--- src/rtl/lsu_pkg.sv ---
// Shared types, funct3 encodings and lane helpers for the MEM-stage load/store requester.
package lsu_pkg;

  localparam int unsigned XLEN   = 32;
  localparam int unsigned BE_W   = XLEN / 8;
  localparam int unsigned BE8_W  = 2 * BE_W;
  localparam int unsigned XLEN2  = 2 * XLEN;

  localparam logic [2:0] F3_B  = 3'b000;
  localparam logic [2:0] F3_H  = 3'b001;
  localparam logic [2:0] F3_W  = 3'b010;
  localparam logic [2:0] F3_BU = 3'b100;
  localparam logic [2:0] F3_HU = 3'b101;

  typedef enum logic [2:0] {
    IDLE   = 3'd0,
    ISSUE0 = 3'd1,
    WAIT0  = 3'd2,
    ISSUE1 = 3'd3,
    WAIT1  = 3'd4,
    RESP   = 3'd5
  } lsu_state_t;

  // Captured request; addr is word-aligned, be8/wdata span both possible word accesses.
  typedef struct packed {
    logic              we;
    logic [2:0]        funct3;
    logic [1:0]        off;
    logic              split;
    logic              err;
    logic [XLEN-1:0]   addr;
    logic [BE8_W-1:0]  be8;
    logic [XLEN2-1:0]  wdata;
  } lsu_req_t;

  function automatic logic [BE_W-1:0] base_be(input logic [2:0] funct3);
    case (funct3)
      F3_B, F3_BU: base_be = 4'b0001;
      F3_H, F3_HU: base_be = 4'b0011;
      default:     base_be = 4'b1111;
    endcase
  endfunction

  function automatic logic f3_illegal(input logic we, input logic [2:0] funct3);
    if (we) f3_illegal = (funct3 > F3_W);
    else    f3_illegal = !(funct3 inside {F3_B, F3_H, F3_W, F3_BU, F3_HU});
  endfunction

endpackage

--- src/rtl/lsu_load_align.sv ---
// Shifts the {hi,lo} read words down to the access offset and sign/zero-extends the result.
module lsu_load_align
  import lsu_pkg::*;
(
  input  logic [XLEN-1:0] lo,
  input  logic [XLEN-1:0] hi,
  input  logic [1:0]      off,
  input  logic [2:0]      funct3,
  output logic [XLEN-1:0] result_c
);

  logic [XLEN-1:0] x;

  always_comb begin
    x = XLEN'({hi, lo} >> {off, 3'b000});
    case (funct3)
      F3_B:    result_c = {{(XLEN-8){x[7]}}, x[7:0]};
      F3_BU:   result_c = {{(XLEN-8){1'b0}}, x[7:0]};
      F3_H:    result_c = {{(XLEN-16){x[15]}}, x[15:0]};
      F3_HU:   result_c = {{(XLEN-16){1'b0}}, x[15:0]};
      default: result_c = x;
    endcase
  end

endmodule

--- src/rtl/lsu_mem_requester.sv ---
// MEM-stage load/store initiator: word-granular req/gnt/rvalid accesses with optional
// split of misaligned halfword/word accesses into two consecutive word accesses.
module lsu_mem_requester
  import lsu_pkg::*;
#(
  parameter bit          MISALIGN_EN = 1'b1,
  parameter int unsigned ADDR_W      = 32
) (
  input  logic              clk,
  input  logic              reset_n,
  input  logic              req_valid,
  output logic              req_ready,
  input  logic              req_we,
  input  logic [2:0]        req_funct3,
  input  logic [ADDR_W-1:0] req_addr,
  input  logic [XLEN-1:0]   req_wdata,
  output logic              resp_valid,
  output logic [XLEN-1:0]   resp_rdata,
  output logic              resp_err,
  output logic              mem_req,
  input  logic              mem_gnt,
  output logic              mem_we,
  output logic [ADDR_W-1:0] mem_addr,
  output logic [BE_W-1:0]   mem_be,
  output logic [XLEN-1:0]   mem_wdata,
  input  logic              mem_rvalid,
  input  logic [XLEN-1:0]   mem_rdata
);

  lsu_state_t        state_q, state_d;
  lsu_req_t          rq_q, rq_d, cap;
  logic [XLEN-1:0]   lo_q, lo_d, hi_q, hi_d;
  logic [XLEN-1:0]   load_c;

  logic              req_ready_q, req_ready_d;
  logic              resp_valid_q, resp_valid_d;
  logic              resp_err_q, resp_err_d;
  logic [XLEN-1:0]   resp_rdata_q, resp_rdata_d;
  logic              mem_req_q, mem_req_d;
  logic              mem_we_q, mem_we_d;
  logic [ADDR_W-1:0] mem_addr_q, mem_addr_d;
  logic [BE_W-1:0]   mem_be_q, mem_be_d;
  logic [XLEN-1:0]   mem_wdata_q, mem_wdata_d;

  logic [XLEN-1:0]   wmask;

  // Request decode: lane-shifted byte enables and store data for both word accesses.
  always_comb begin
    case (req_funct3)
      F3_B:    wmask = 32'h0000_00FF;
      F3_H:    wmask = 32'h0000_FFFF;
      default: wmask = 32'hFFFF_FFFF;
    endcase
    cap        = '0;
    cap.we     = req_we;
    cap.funct3 = req_funct3;
    cap.off    = req_addr[1:0];
    cap.addr   = {req_addr[ADDR_W-1:2], 2'b00};
    cap.be8    = BE8_W'(base_be(req_funct3)) << req_addr[1:0];
    cap.wdata  = XLEN2'(req_wdata & wmask) << {req_addr[1:0], 3'b000};
    cap.split  = |cap.be8[BE8_W-1:BE_W];
    cap.err    = f3_illegal(req_we, req_funct3) || (cap.split && !MISALIGN_EN);
  end

  // Next-state and captured data.
  always_comb begin
    state_d = state_q;
    rq_d    = rq_q;
    lo_d    = lo_q;
    hi_d    = hi_q;
    case (state_q)
      IDLE: begin
        if (req_valid) begin
          rq_d    = cap;
          lo_d    = '0;
          hi_d    = '0;
          state_d = cap.err ? RESP : ISSUE0;
        end
      end
      ISSUE0: if (mem_gnt) state_d = WAIT0;
      WAIT0: begin
        if (mem_rvalid) begin
          lo_d    = mem_rdata;
          state_d = rq_q.split ? ISSUE1 : RESP;
        end
      end
      ISSUE1: if (mem_gnt) state_d = WAIT1;
      WAIT1: begin
        if (mem_rvalid) begin
          hi_d    = mem_rdata;
          state_d = RESP;
        end
      end
      RESP:    state_d = IDLE;
      default: state_d = IDLE;
    endcase
  end

  lsu_load_align u_load_align (
    .lo       (lo_d),
    .hi       (hi_d),
    .off      (rq_d.off),
    .funct3   (rq_d.funct3),
    .result_c (load_c)
  );

  // Outputs are registered from the next state so they line up with the state register.
  always_comb begin
    req_ready_d  = (state_d == IDLE);
    resp_valid_d = (state_d == RESP);
    resp_err_d   = resp_valid_d && rq_d.err;
    resp_rdata_d = (resp_valid_d && !rq_d.err && !rq_d.we) ? load_c : '0;
    mem_req_d    = (state_d == ISSUE0) || (state_d == ISSUE1);
    mem_we_d     = mem_req_d && rq_d.we;
    mem_addr_d   = '0;
    mem_be_d     = '0;
    mem_wdata_d  = '0;
    if (state_d == ISSUE0) begin
      mem_addr_d  = rq_d.addr;
      mem_be_d    = rq_d.be8[BE_W-1:0];
      mem_wdata_d = rq_d.wdata[XLEN-1:0];
    end else if (state_d == ISSUE1) begin
      mem_addr_d  = rq_d.addr + XLEN'(4);
      mem_be_d    = rq_d.be8[BE8_W-1:BE_W];
      mem_wdata_d = rq_d.wdata[XLEN2-1:XLEN];
    end
  end

  always_ff @(posedge clk or negedge reset_n) begin
    if (!reset_n) begin
      state_q      <= IDLE;
      rq_q         <= '0;
      lo_q         <= '0;
      hi_q         <= '0;
      req_ready_q  <= 1'b1;
      resp_valid_q <= 1'b0;
      resp_err_q   <= 1'b0;
      resp_rdata_q <= '0;
      mem_req_q    <= 1'b0;
      mem_we_q     <= 1'b0;
      mem_addr_q   <= '0;
      mem_be_q     <= '0;
      mem_wdata_q  <= '0;
    end else begin
      state_q      <= state_d;
      rq_q         <= rq_d;
      lo_q         <= lo_d;
      hi_q         <= hi_d;
      req_ready_q  <= req_ready_d;
      resp_valid_q <= resp_valid_d;
      resp_err_q   <= resp_err_d;
      resp_rdata_q <= resp_rdata_d;
      mem_req_q    <= mem_req_d;
      mem_we_q     <= mem_we_d;
      mem_addr_q   <= mem_addr_d;
      mem_be_q     <= mem_be_d;
      mem_wdata_q  <= mem_wdata_d;
    end
  end

  assign req_ready  = req_ready_q;
  assign resp_valid = resp_valid_q;
  assign resp_err   = resp_err_q;
  assign resp_rdata = resp_rdata_q;
  assign mem_req    = mem_req_q;
  assign mem_we     = mem_we_q;
  assign mem_addr   = mem_addr_q;
  assign mem_be     = mem_be_q;
  assign mem_wdata  = mem_wdata_q;

endmodule
--- config.mk ---
export PLATFORM = sky130hd
export DESIGN_NAME = lsu_mem_requester
export DESIGN_NICKNAME = d
export VERILOG_FILES = /design/src/rtl/lsu_pkg.sv /design/src/rtl/lsu_load_align.sv /design/src/rtl/lsu_mem_requester.sv
export SDC_FILE = /design/constraint.sdc
export NUM_CORES = 1
export LEC_CHECK = 0
export ABC_AREA = 1
export ABC_CLOCK_PERIOD_IN_PS = 2300
export CAP_MARGIN = 15
export CORE_UTILIZATION = 55
export CTS_CLUSTER_SIZE = 16
export DETAILED_ROUTE_END_ITERATION = 10
export GPL_ROUTABILITY_DRIVEN = 0
export PLACE_DENSITY = 0.81
export SYNTH_ARGS = -nofsm -noshare
export SYNTH_HDL_FRONTEND = slang
export SYNTH_SLANG_ARGS = --single-unit
--- constraint.sdc ---
create_clock -name clk -period 2.3 [get_ports clk]
set_input_delay 0.23 -clock clk [delete_from_list [all_inputs] [get_ports clk]]
set_output_delay 0.23 -clock clk [all_outputs]
set_load 0.03 [all_outputs]
==> results.sh, run 1 <==
export IMPL_slew_viol_final=0
export IMPL_synth_fa_ha_area_share_pct=0.0888
export IMPL_wirelength_mm=45.0
export IMPL_synth_area_top_cells="dfrtp_1, nand2_1, o21ai_0"
export IMPL_num_antenna_cells=0
export IMPL_path_clk_slew_ns=0.06
export IMPL_crit_type="flop to flop"
export IMPL_htreeDepth=1
export IMPL_async_flop_share_pct=100
export IMPL_grt_max_degree=76
export IMPL_setup_violations=3
export IMPL_crit_path_max_incr_delay_ns=0.41
export IMPL_grt_pass1_vias=13000
export IMPL_cp_max_fo=10
export IMPL_fin_total_pwr_mw=25.9
export IMPL_yosys_area_share_simple_pct=30.0
export IMPL_worstSetupStartpointType="flop"
export IMPL_syn_area_per_cell_sq_um=7.73
export IMPL_drive_above_1_share_pct=12.5
export IMPL_drtAntennaViolNets=0
export IMPL_synth_edf_count=0
export IMPL_syn_cell_area_sq_um=14100
export IMPL_r2r_end="mem_addr[31]"
export IMPL_wire_per_inst_um=18.4
export IMPL_vias=14100
export IMPL_min_from="req_valid"
export IMPL_clk_path_buf_depth=3
export IMPL_rsz0062_at_grt="true"
export IMPL_fin_nets=2200
export IMPL_powerDensity_nw_per_um2=1400
export IMPL_clockPowerShare_pct=18.1
export IMPL_die_x_um=162
export IMPL_fin_crit_sh_pct=101
export IMPL_postLayoutSetupSlackWorst_ns=-0.0228
export IMPL_rows=58
export IMPL_crit_chain="nor2_4 > buf_12 > buf_12 > buf_4 > nand4_1 > nand2_2 > nand2_1 > nor2_4 > nand2_1 > nor2_2 > nand3_1 > nand3_1 > nand2_1"
export IMPL_core_area_sq_um=25200
export IMPL_cts_tree="yes"
export IMPL_synth_top_family_by_area="simple AND/OR/NAND/NOR gates"
export IMPL_drt_first_pass_iters=7
export IMPL_ioPinCount=210
export IMPL_violations="negative setup slack"
export IMPL_clock_latency_ns=0.55
export IMPL_clock_sinks=276
export IMPL_finalSetupTns_ns=-0.0376
export IMPL_synth_area_leader_cell="dfrtp_1"
export IMPL_grt_pass1_wl_mm=67.3
export IMPL_worst_setup_path_end_kind="flop"
export IMPL_cp_arrival_ns=2.76
export IMPL_port_buffers=209
export IMPL_grt_usage_pct=32.6
export IMPL_yosys_cell_types_count=44
export IMPL_area_growth_pct=31.3
export IMPL_p_comb_share_pct=53.7
export IMPL_min_path_type="input pin to flop"
export IMPL_drc=0
export IMPL_cp_slowest_cell="dfrtp_1"
export IMPL_antenna_found_initial=0
export IMPL_final_util_pct=73.4
export IMPL_synth_seq_cells=276
export IMPL_slew_headroom_pct=46.4
export IMPL_hold_end="rq_q[78]"
export IMPL_p_int_mw=14.5
export IMPL_worstMarginPinSlew_ns=0.802
export IMPL_r2r_start="state_q[2]"
export IMPL_synth_top_cell_area_share_pct=48.9
export IMPL_syn_inst=1823
export IMPL_swShare_pct=44.1
export IMPL_crit_top_cell="nand2_1"
export IMPL_synth_compound_area_share_pct=12.7
export IMPL_reg2reg_slack_ns=-0.02
export IMPL_fin_skew_ns=0.0222
export IMPL_ys_warn_count=0
export IMPL_ir_drop_uv=755
export IMPL_pwr_share_seq_pct=28.2
export IMPL_start_util_pct=55.9
export IMPL_design_die_area_sq_um=26300
export IMPL_cts_made_buffers=28
export IMPL_max_freq_mhz=431
export IMPL_dp_slack_ns=0.0161
export IMPL_reg2regPathDepth=13
export IMPL_drt_iter0_markers=2164
export IMPL_die_h_um=162
export IMPL_dp_hpwl_mm=30.3
export IMPL_synth_xor_area_share_pct=0.249
export IMPL_period_minus_slack_ns=2.32
export IMPL_synth_area_mux_share_pct=0
export IMPL_switchingPower_mw=11.4
export IMPL_ys_dominant_reg_cell="dfrtp_1"
export IMPL_syn_nets=1929
export IMPL_hold_viol=0
export IMPL_status="finished, violations left"
export IMPL_ctsRootBufferMaster="clkbuf_16"
export IMPL_cap_violations=0
export IMPL_p_leak_nw=9.02
export IMPL_cp_required_ns=2.74
export IMPL_hold_depth=3
export IMPL_yosysSeqAreaShare_pct=49.0
export IMPL_overflow=0
export IMPL_drt_vias_per_instance=5.76
-- layout make-up --
type	count	area, sq um
fillers	1816	6690
flip-flops and latches	276	6910
clock inverters	10	128
inverters	155	594
well taps	330	413
repair buffers	337	3460
multi-input cells	1296	6170
clock buffers	40	817
-- cells in the final DEF (no fill, tap or decap), types with 7 or more instances in the layout --
master / count
o211ai_1: 29
or2_2: 14
dfrtp_1: 274
nor2_4: 7
o21ai_1: 22
a22o_1: 44
nand2_1: 634
nor2_2: 13
nand2_2: 17
a21oi_1: 30
buf_12: 23
nor2_1: 137
nand3_1: 112
nor3_1: 12
inv_1: 141
buf_4: 94
clkdlybuf4s50_1: 206
nand4_1: 31
clkbuf_16: 35
o21ai_0: 134
inv_2: 11
-- cell usage after synthesis (3+ instances only) --
cell type / n
a21oi_1: 30
o211ai_1: 29
o21ai_1: 20
nand2_2: 11
o21a_1: 6
inv_1: 141
buf_6: 7
nand3_1: 114
buf_2: 47
a21boi_0: 5
a211oi_1: 3
and2_1: 4
and3_1: 4
dfrtp_1: 275
nand3_4: 5
clkbuf_1: 25
o21ai_2: 5
buf_4: 12
a22o_1: 44
nor3_1: 13
inv_2: 13
xor2_1: 4
o21ai_0: 137
nor2_2: 6
nor2_4: 5
nand4_1: 31
nor2_1: 146
or2_2: 14
o22ai_1: 4
buf_1: 3
nand2_1: 642
-- flip-flops by register name, summed over array words and instances (netlist names) --
| signal | cells |
|---|---|
| resp_valid | 1 |
| req_ready | 1 |
| state_q | 3 |
| mem_wdata | 32 |
| mem_we | 1 |
| resp_err | 1 |
| mem_req | 1 |
| hi_q | 24 |
| mem_be | 4 |
| mem_addr | 32 |
| rq_q | 112 |
| resp_rdata | 32 |
| lo_q | 32 |
-- routing by layer --
layer  track usage, %  up-vias  wire length, um
li1                 -     6416                -
met1             45.2     6532            17500
met2             50.3      959            20300
met3             7.15      168             5300
met4             11.9        0             1980
met5                0        -                0
-- through the flow --
step | cells | hold slack [ns] | area, sq um
final | 2444 | 0.179 | 18500
after CTS | 2426 | 0.169 | 18100
after floorplan | 1823 | -0.0656 | 14100
after detailed placement | 2375 | 0.203 | 17100
after global routing | 2444 | 0.193 | 18500
after global placement | 2375 | 0.201 | 17100
-- power groups by stage --
stage	clock network (mW)	logic (mW)	registers [mW]
after floorplan	0	7.06	8.05
after global placement	0	12.3	7.28
after detailed placement	0	12.6	7.34
after CTS	4.73	12.8	7.29
after global routing	4.94	14.9	7.44
final	4.68	13.9	7.32
-- repair_timing --
action,in CTS,in global routing
endpoints found under the setup margin,2,87
gates cloned,0,7
resized for setup,2,40
endpoints found under the hold margin,55,0
pin swaps,0,7
hold buffers,1,0
buffers inserted,0,11
-- worst max-delay path by stage --
stage	from	end	slack [ns]	cells after the start
floorplan	state_q[2]	mem_addr[14]	0.32	12
global placement	req_valid	mem_addr[14]	0.09	13
detailed placement	req_valid	mem_addr[14]	0.02	13
CTS	state_q[0]	mem_addr[27]	0.02	12
global route	state_q[2]	mem_addr[27]	-0.09	13
finish	state_q[2]	mem_addr[31]	-0.02	13
-- cell families (layout without fill, tap and decap cells) --
kind of cell | after synthesis | after routing
AOI/OAI and AO/OA | 291 | 291
and+or+nand+nor | 1000 | 1000
adders and majority gates | 1 | 1
buffers and inverters | 251 | 542
DFF | 276 | 276
xor gates and xnor gates | 4 | 4
-- worst max-delay path: cells and delay by family (launching register included) --
family,cells,cell delay (ns)
buffers and inverters,3,0.47
flip-flops,1,0.41
AND/OR/NAND/NOR,10,1.33
(Power assumes the default switching activity.)
==> run 2, diff against run 1 <==
--- a/config.mk
+++ b/config.mk
@@ -8,6 +8,7 @@
 export ABC_AREA = 1
 export ABC_CLOCK_PERIOD_IN_PS = 2300
 export CAP_MARGIN = 15
+export CORE_MARGIN = 2
 export CORE_UTILIZATION = 55
 export CTS_CLUSTER_SIZE = 16
 export DETAILED_ROUTE_END_ITERATION = 10
==> run 2 against run 1 <==
Effect of this change: the run now ends clean; global-route usage decreased by 0.48 points; clock skew decreased by 0.00096 ns; non-clock buffer count decreased by 21; clock-buffer cell count increased by 3; flip-flop and latch count unchanged; sequential share of layout area increased by 0.86 points; combinational power decreased by 5%; core utilization decreased by 1.7 points; setup slack improved by 0.076 ns; cell area decreased by 2.3%; largest power group unchanged; highest routed layer unchanged.
==> results.sh, run 2 (synthesized netlist as in run 1, its figures left out) <==
export IMPL_design_die_area_sq_um=26900
export IMPL_placed_cells=2369
export IMPL_cts_made_buffers=29
export IMPL_fin_nets=2180
export IMPL_cp_max_fo=26
export IMPL_clock_latency_ns=0.56
export IMPL_area_growth_pct=28.3
export IMPL_met2_usage_pct=49.8
export IMPL_ctsRootBufferMaster="clkbuf_16"
export IMPL_htreeDepth=1
export IMPL_antenna_found_initial=0
export IMPL_ir_drop_uv=878
export IMPL_drive_above_1_share_pct=11.3
export IMPL_path_delay_family="simple AND/OR/NAND/NOR gates"
export IMPL_gr_usage_met1_pct=45.5
export IMPL_drc=0
export IMPL_fin_skew_ns=0.0212
export IMPL_status="complete, no violations"
export IMPL_setup_violations=0
export IMPL_grt_max_degree=87
export IMPL_drt_iter0_markers=1729
export IMPL_ioPinCount=210
export IMPL_drt_vias_per_instance=5.73
export IMPL_clk_path_buf_depth=3
export IMPL_worstMarginPinSlew_ns=0.725
export IMPL_grt_pass1_vias=13100
export IMPL_port_buffers=209
export IMPL_num_antenna_cells=0
export IMPL_min_path_type="input pin to flop"
export IMPL_start_util_pct=55.9
export IMPL_drt_first_pass_iters=6
export IMPL_dp_slack_ns=-0.0162
export IMPL_grt_usage_pct=32.1
export IMPL_rsz0062_at_grt="true"
export IMPL_largest_reg_flops=112
export IMPL_cp_required_ns=2.78
export IMPL_crit_path_max_incr_delay_ns=0.45
export IMPL_grtUsageMet3_pct=5.98
export IMPL_final_cell_area_sq_um=18100
export IMPL_grt_pass1_wl_mm=68.0
export IMPL_cp_slowest_cell="dfrtp_2"
export IMPL_slew_headroom_pct=51.5
export IMPL_dp_hpwl_mm=30.5
export IMPL_fin_crit_sh_pct=97.7
export IMPL_cap_violations=0
export IMPL_vias=13900
export IMPL_rows=58
export IMPL_dpl_cell_area_sq_um=17000
export IMPL_powerDensity_nw_per_um2=1390
export IMPL_worstSetupStartpointType="flop"
export IMPL_hold_viol=0
export IMPL_regMostFlops="rq_q"
export IMPL_max_freq_mhz=445
export IMPL_wire_per_inst_um=17.8
export IMPL_cp_arrival_ns=2.72
export IMPL_overflow=0
export IMPL_core_area_sq_um=25200
export IMPL_postLayoutSetupSlackWorst_ns=0.0536
export IMPL_final_util_pct=71.8
export IMPL_crit_top_cell="nand2_1"
export IMPL_die_h_um=164
export IMPL_crit_chain="nor2_4 > buf_12 > nand4_1 > nand2_1 > ha_2 > inv_1 > nor2_1 > nand2_1 > nor2_1 > nand3_1 > nand2_1 > nand2_1 > nor2_1"
export IMPL_drtAntennaViolNets=0
export IMPL_cts_tree="yes"
export IMPL_layout_commonest_cell="nand2_1"
export IMPL_cp_buffers_inverters=2
export IMPL_crit_type="flop to flop"
export IMPL_path_clk_slew_ns=0.06
export IMPL_busiest_layer="met2"
export IMPL_clock_sinks=276
export IMPL_mostFrequentLayoutCells="nand2_1, dfrtp_1, clkdlybuf4s50_1"
export IMPL_wirelength_mm=43.3
export IMPL_die_x_um=164
export IMPL_worst_setup_path_end_kind="flop"
export IMPL_p_leak_nw=8.83
export IMPL_period_minus_slack_ns=2.25
export IMPL_stdcell_count=2427
export IMPL_slew_viol_final=0
## run 2: cell count changes in the layout (fill, tap and decap cells not counted), sizes merged
cell / before / now
clkbuf: 46 / 43
clkinvlp: 1 / 3
inv: 154 / 156
buf: 124 / 109
clkinv: 7 / 5
bufinv: 3 / 2
## run 2: what timing repair did
action                                  CTS  global route
gates resized for setup                   1            18
endpoints found under the hold margin    70             0
pin swaps                                 0             3
hold buffers                              1             0
endpoints found under the setup margin    2            86
buffers inserted                          0             3
gates cloned                              0             0
## run 2: area by class of cell
cell class                 count  area [sq um]
multi-input combinational   1296          6100
sequential                   276          6910
clock buffer                  43           858
inverter                     155           591
timing repair buffer         316          3090
tap                          330           413
clock inverter                11           118
fill                        1882          7110
## run 2: power by group
| part | leakage (nW) | internal (mW) | switching [mW] |
|---|---|---|---|
| registers | 3.66 | 6.59 | 0.685 |
| clock network | 0.479 | 2.81 | 1.96 |
| logic | 4.69 | 4.66 | 8.51 |
| total | 8.83 | 14.1 | 11.2 |
## run 2: tightest hold or removal path, stage by stage
cell and delay (ns):
buf_2 0.18, o21ai_0 0.17, o21ai_0 0.10
## run 2: layer usage
metal / wire length (um) / vias to the layer above / share of wire, %
met3: 4980 / 133 / 11
met5: 0 / - / 0
met1: 17400 / 6463 / 40
met2: 19300 / 925 / 45
met4: 1590 / 0 / 3.7
li1: - / 6376 / -
## run 2: per-stage QoR
stage	hold WS [ns]	power [mW]	TNS [ns]
after floorplan	-0.0656	15.1	0
after global placement	0.238	19.5	0
after detailed placement	0.247	19.9	-0.0162
after CTS	0.170	24.8	0
after global routing	0.252	26.7	-0.542
final	0.196	25.2	0
## run 2: path summary, 6_finish.rpt
path,to,startpoint,slack (ns),cells past startpoint
min in group asynchronous,rq_q[56],reset_n,0.25,2
setup / recovery,mem_addr[22],state_q[2],0.05,13
setup reg to reg,mem_addr[22],state_q[2],0.05,13
max in group asynchronous,mem_addr[0],reset_n,1.24,3
hold reg to reg,rq_q[64],rq_q[64],0.48,2
hold / removal,hi_q[20],mem_rvalid,0.20,3
==> run 3, diff against run 2 <==
--- a/config.mk
+++ b/config.mk
@@ -13,7 +13,7 @@
 export CTS_CLUSTER_SIZE = 16
 export DETAILED_ROUTE_END_ITERATION = 10
 export GPL_ROUTABILITY_DRIVEN = 0
-export PLACE_DENSITY = 0.81
+export PLACE_DENSITY_LB_ADDON = 0.1
 export SYNTH_ARGS = -nofsm -noshare
 export SYNTH_HDL_FRONTEND = slang
 export SYNTH_SLANG_ARGS = --single-unit
==> run 3 against run 2 <==
Effect of this change: sequential power is essentially flat; via count rose by 1.2%; worst hold slack better by 0.0070 ns; flip-flop and latch count unchanged; final cell count grew 2.6%.
==> results.sh, run 3 (synthesized netlist as in run 1, its figures left out) <==
export IMPL_layout_commonest_cell="nand2_1"
export IMPL_regMostFlops="rq_q"
export IMPL_max_freq_mhz=439
export IMPL_crit_chain="nor2_4 > buf_4 > nand3_4 > buf_12 > nand2_1 > nand2_1 > buf_4 > nand3_4 > nor2_4 > nand2_2 > nor2_4 > a21oi_1 > nor2_1"
export IMPL_stdcell_count=2489
export IMPL_p_leak_nw=9.22
export IMPL_finalSetupTns_ns=0
export IMPL_crit_path_max_incr_delay_ns=0.43
export IMPL_drive_above_1_share_pct=14.8
export IMPL_port_buffers=209
export IMPL_placed_cells=2420
export IMPL_drt_vias_per_instance=5.65
export IMPL_path_clk_slew_ns=0.07
export IMPL_cts_tree="yes"
export IMPL_mostFrequentLayoutCells="nand2_1, dfrtp_1, clkdlybuf4s50_1"
export IMPL_slew_headroom_pct=41.7
export IMPL_min_path_type="input pin to async pin"
export IMPL_cp_arrival_ns=2.74
export IMPL_worstMarginPinSlew_ns=0.871
export IMPL_start_util_pct=55.9
export IMPL_wire_per_inst_um=18.1
export IMPL_cp_buffers_inverters=3
export IMPL_crit_type="flop to flop"
export IMPL_powerDensity_nw_per_um2=1400
export IMPL_worst_setup_path_end_kind="flop"
export IMPL_ctsRootBufferMaster="clkbuf_16"
export IMPL_htreeDepth=1
export IMPL_grt_usage_pct=33.0
export IMPL_grt_pass1_wl_mm=69.6
export IMPL_drt_first_pass_iters=8
export IMPL_cp_max_fo=15
export IMPL_fin_nets=2241
export IMPL_rows=58
export IMPL_fin_crit_sh_pct=99.0
export IMPL_grt_max_degree=66
export IMPL_cts_made_buffers=30
export IMPL_ir_drop_uv=934
export IMPL_core_area_sq_um=25200
export IMPL_drc=0
export IMPL_worstSetupStartpointType="flop"
export IMPL_grt_pass1_vias=13100
export IMPL_clock_sinks=276
export IMPL_crit_top_cell="nor2_4"
export IMPL_die_x_um=164
export IMPL_slew_viol_final=0
export IMPL_drt_iter0_markers=1853
export IMPL_wirelength_mm=45.1
export IMPL_n_fill_cell=1875
export IMPL_cp_slowest_cell="dfrtp_1"
export IMPL_num_antenna_cells=0
export IMPL_antenna_found_initial=0
export IMPL_clock_latency_ns=0.56
export IMPL_vias=14100
export IMPL_setup_violations=0
export IMPL_largest_reg_flops=112
export IMPL_rsz0062_at_grt="true"
export IMPL_overflow=0
export IMPL_hold_viol=0
export IMPL_period_minus_slack_ns=2.28
export IMPL_ioPinCount=210
export IMPL_final_util_pct=74.6
export IMPL_cp_required_ns=2.76
export IMPL_path_delay_family="simple AND/OR/NAND/NOR gates"
export IMPL_fin_skew_ns=0.0130
export IMPL_cap_violations=0
export IMPL_design_die_area_sq_um=26900
export IMPL_die_h_um=164
export IMPL_clk_path_buf_depth=3
export IMPL_area_growth_pct=33.5
export IMPL_reg2reg_slack_ns=0.02
export IMPL_status="complete, no violations"
export IMPL_dp_hpwl_mm=31.3
export IMPL_drtAntennaViolNets=0
run 3: cell count changes in the layout (fill, tap and decap cells not counted), sizes merged:
cell and delta:
inv -1, clkbuf +2, buf +57, bufinv +1, clkinv +3
run 3: power by group:
part | internal (mW) | switching [mW]
sequential | 6.59 | 0.678
combinational | 5.28 | 8.73
clock | 3.02 | 2.02
total | 14.9 | 11.4
run 3: final timing paths:
check                                start       endpoint  cells after the start
worst max register to register  state_q[2]   mem_addr[21]                     13
max in group asynchronous          reset_n      req_ready                      3
min in group clk                mem_rvalid       lo_q[31]                      5
worst min-delay path               reset_n  mem_wdata[11]                      2
worst min register to register     rq_q[0]        rq_q[0]                      2
worst max-delay path            state_q[2]   mem_addr[21]                     13
run 3: what timing repair did:
| item | CTS | global route |
|---|---|---|
| hold buffers | 1 | 0 |
| pin swaps | 1 | 6 |
| gates cloned | 0 | 3 |
| gates resized for setup | 2 | 43 |
| endpoints found under the hold margin | 56 | 0 |
| endpoints found under the setup margin | 4 | 52 |
| setup buffers | 4 | 5 |
run 3: cell type report:
| type | instances | area [sq um] | area share (%) |
|---|---|---|---|
| sequential | 276 | 6910 | 36.7 |
| multi-input combinational | 1296 | 6180 | 32.9 |
| timing repair buffer | 376 | 3650 | 19.4 |
| clock buffer | 42 | 886 | 4.71 |
| inverter | 155 | 592 | 3.15 |
| tap | 330 | 413 | 2.20 |
| clock inverter | 14 | 171 | 0.912 |
run 3: metrics by stage:
stage	setup slack [ns]	hold WS, ns	area (sq um)	power, mW
4_1_cts	0.0211	0.222	18500	25.6
3_5_place_dp	-0.0186	0.218	17400	20.4
3_3_place_gp	0.0407	0.218	17400	20.1
2_1_floorplan	0.317	-0.0656	14100	15.1
5_1_grt	-0.0870	0.245	18800	27.8
6_report	0.0241	0.203	18800	26.3
run 3: layer usage:
| layer | vias to the layer above | GRT usage, % | wire length [um] |
|---|---|---|---|
| met4 | 0 | 8.73 | 1240 |
| met3 | 100 | 5.51 | 5250 |
| met1 | 6585 | 49.6 | 18800 |
| li1 | 6515 | - | - |
| met2 | 866 | 49.9 | 19800 |
| met5 | - | 0 | 0 |
run 3: worst reg2reg max path, stage by stage, from the launching register on:
cell	delay, ns
dfrtp_1	0.43
nor2_4	0.07
buf_4	0.15
nand3_4	0.14
buf_12	0.17
nand2_1	0.07
nand2_1	0.09
buf_4	0.15
nand3_4	0.12
nor2_4	0.17
nand2_2	0.13
nor2_4	0.22
a21oi_1	0.10
nor2_1	0.18
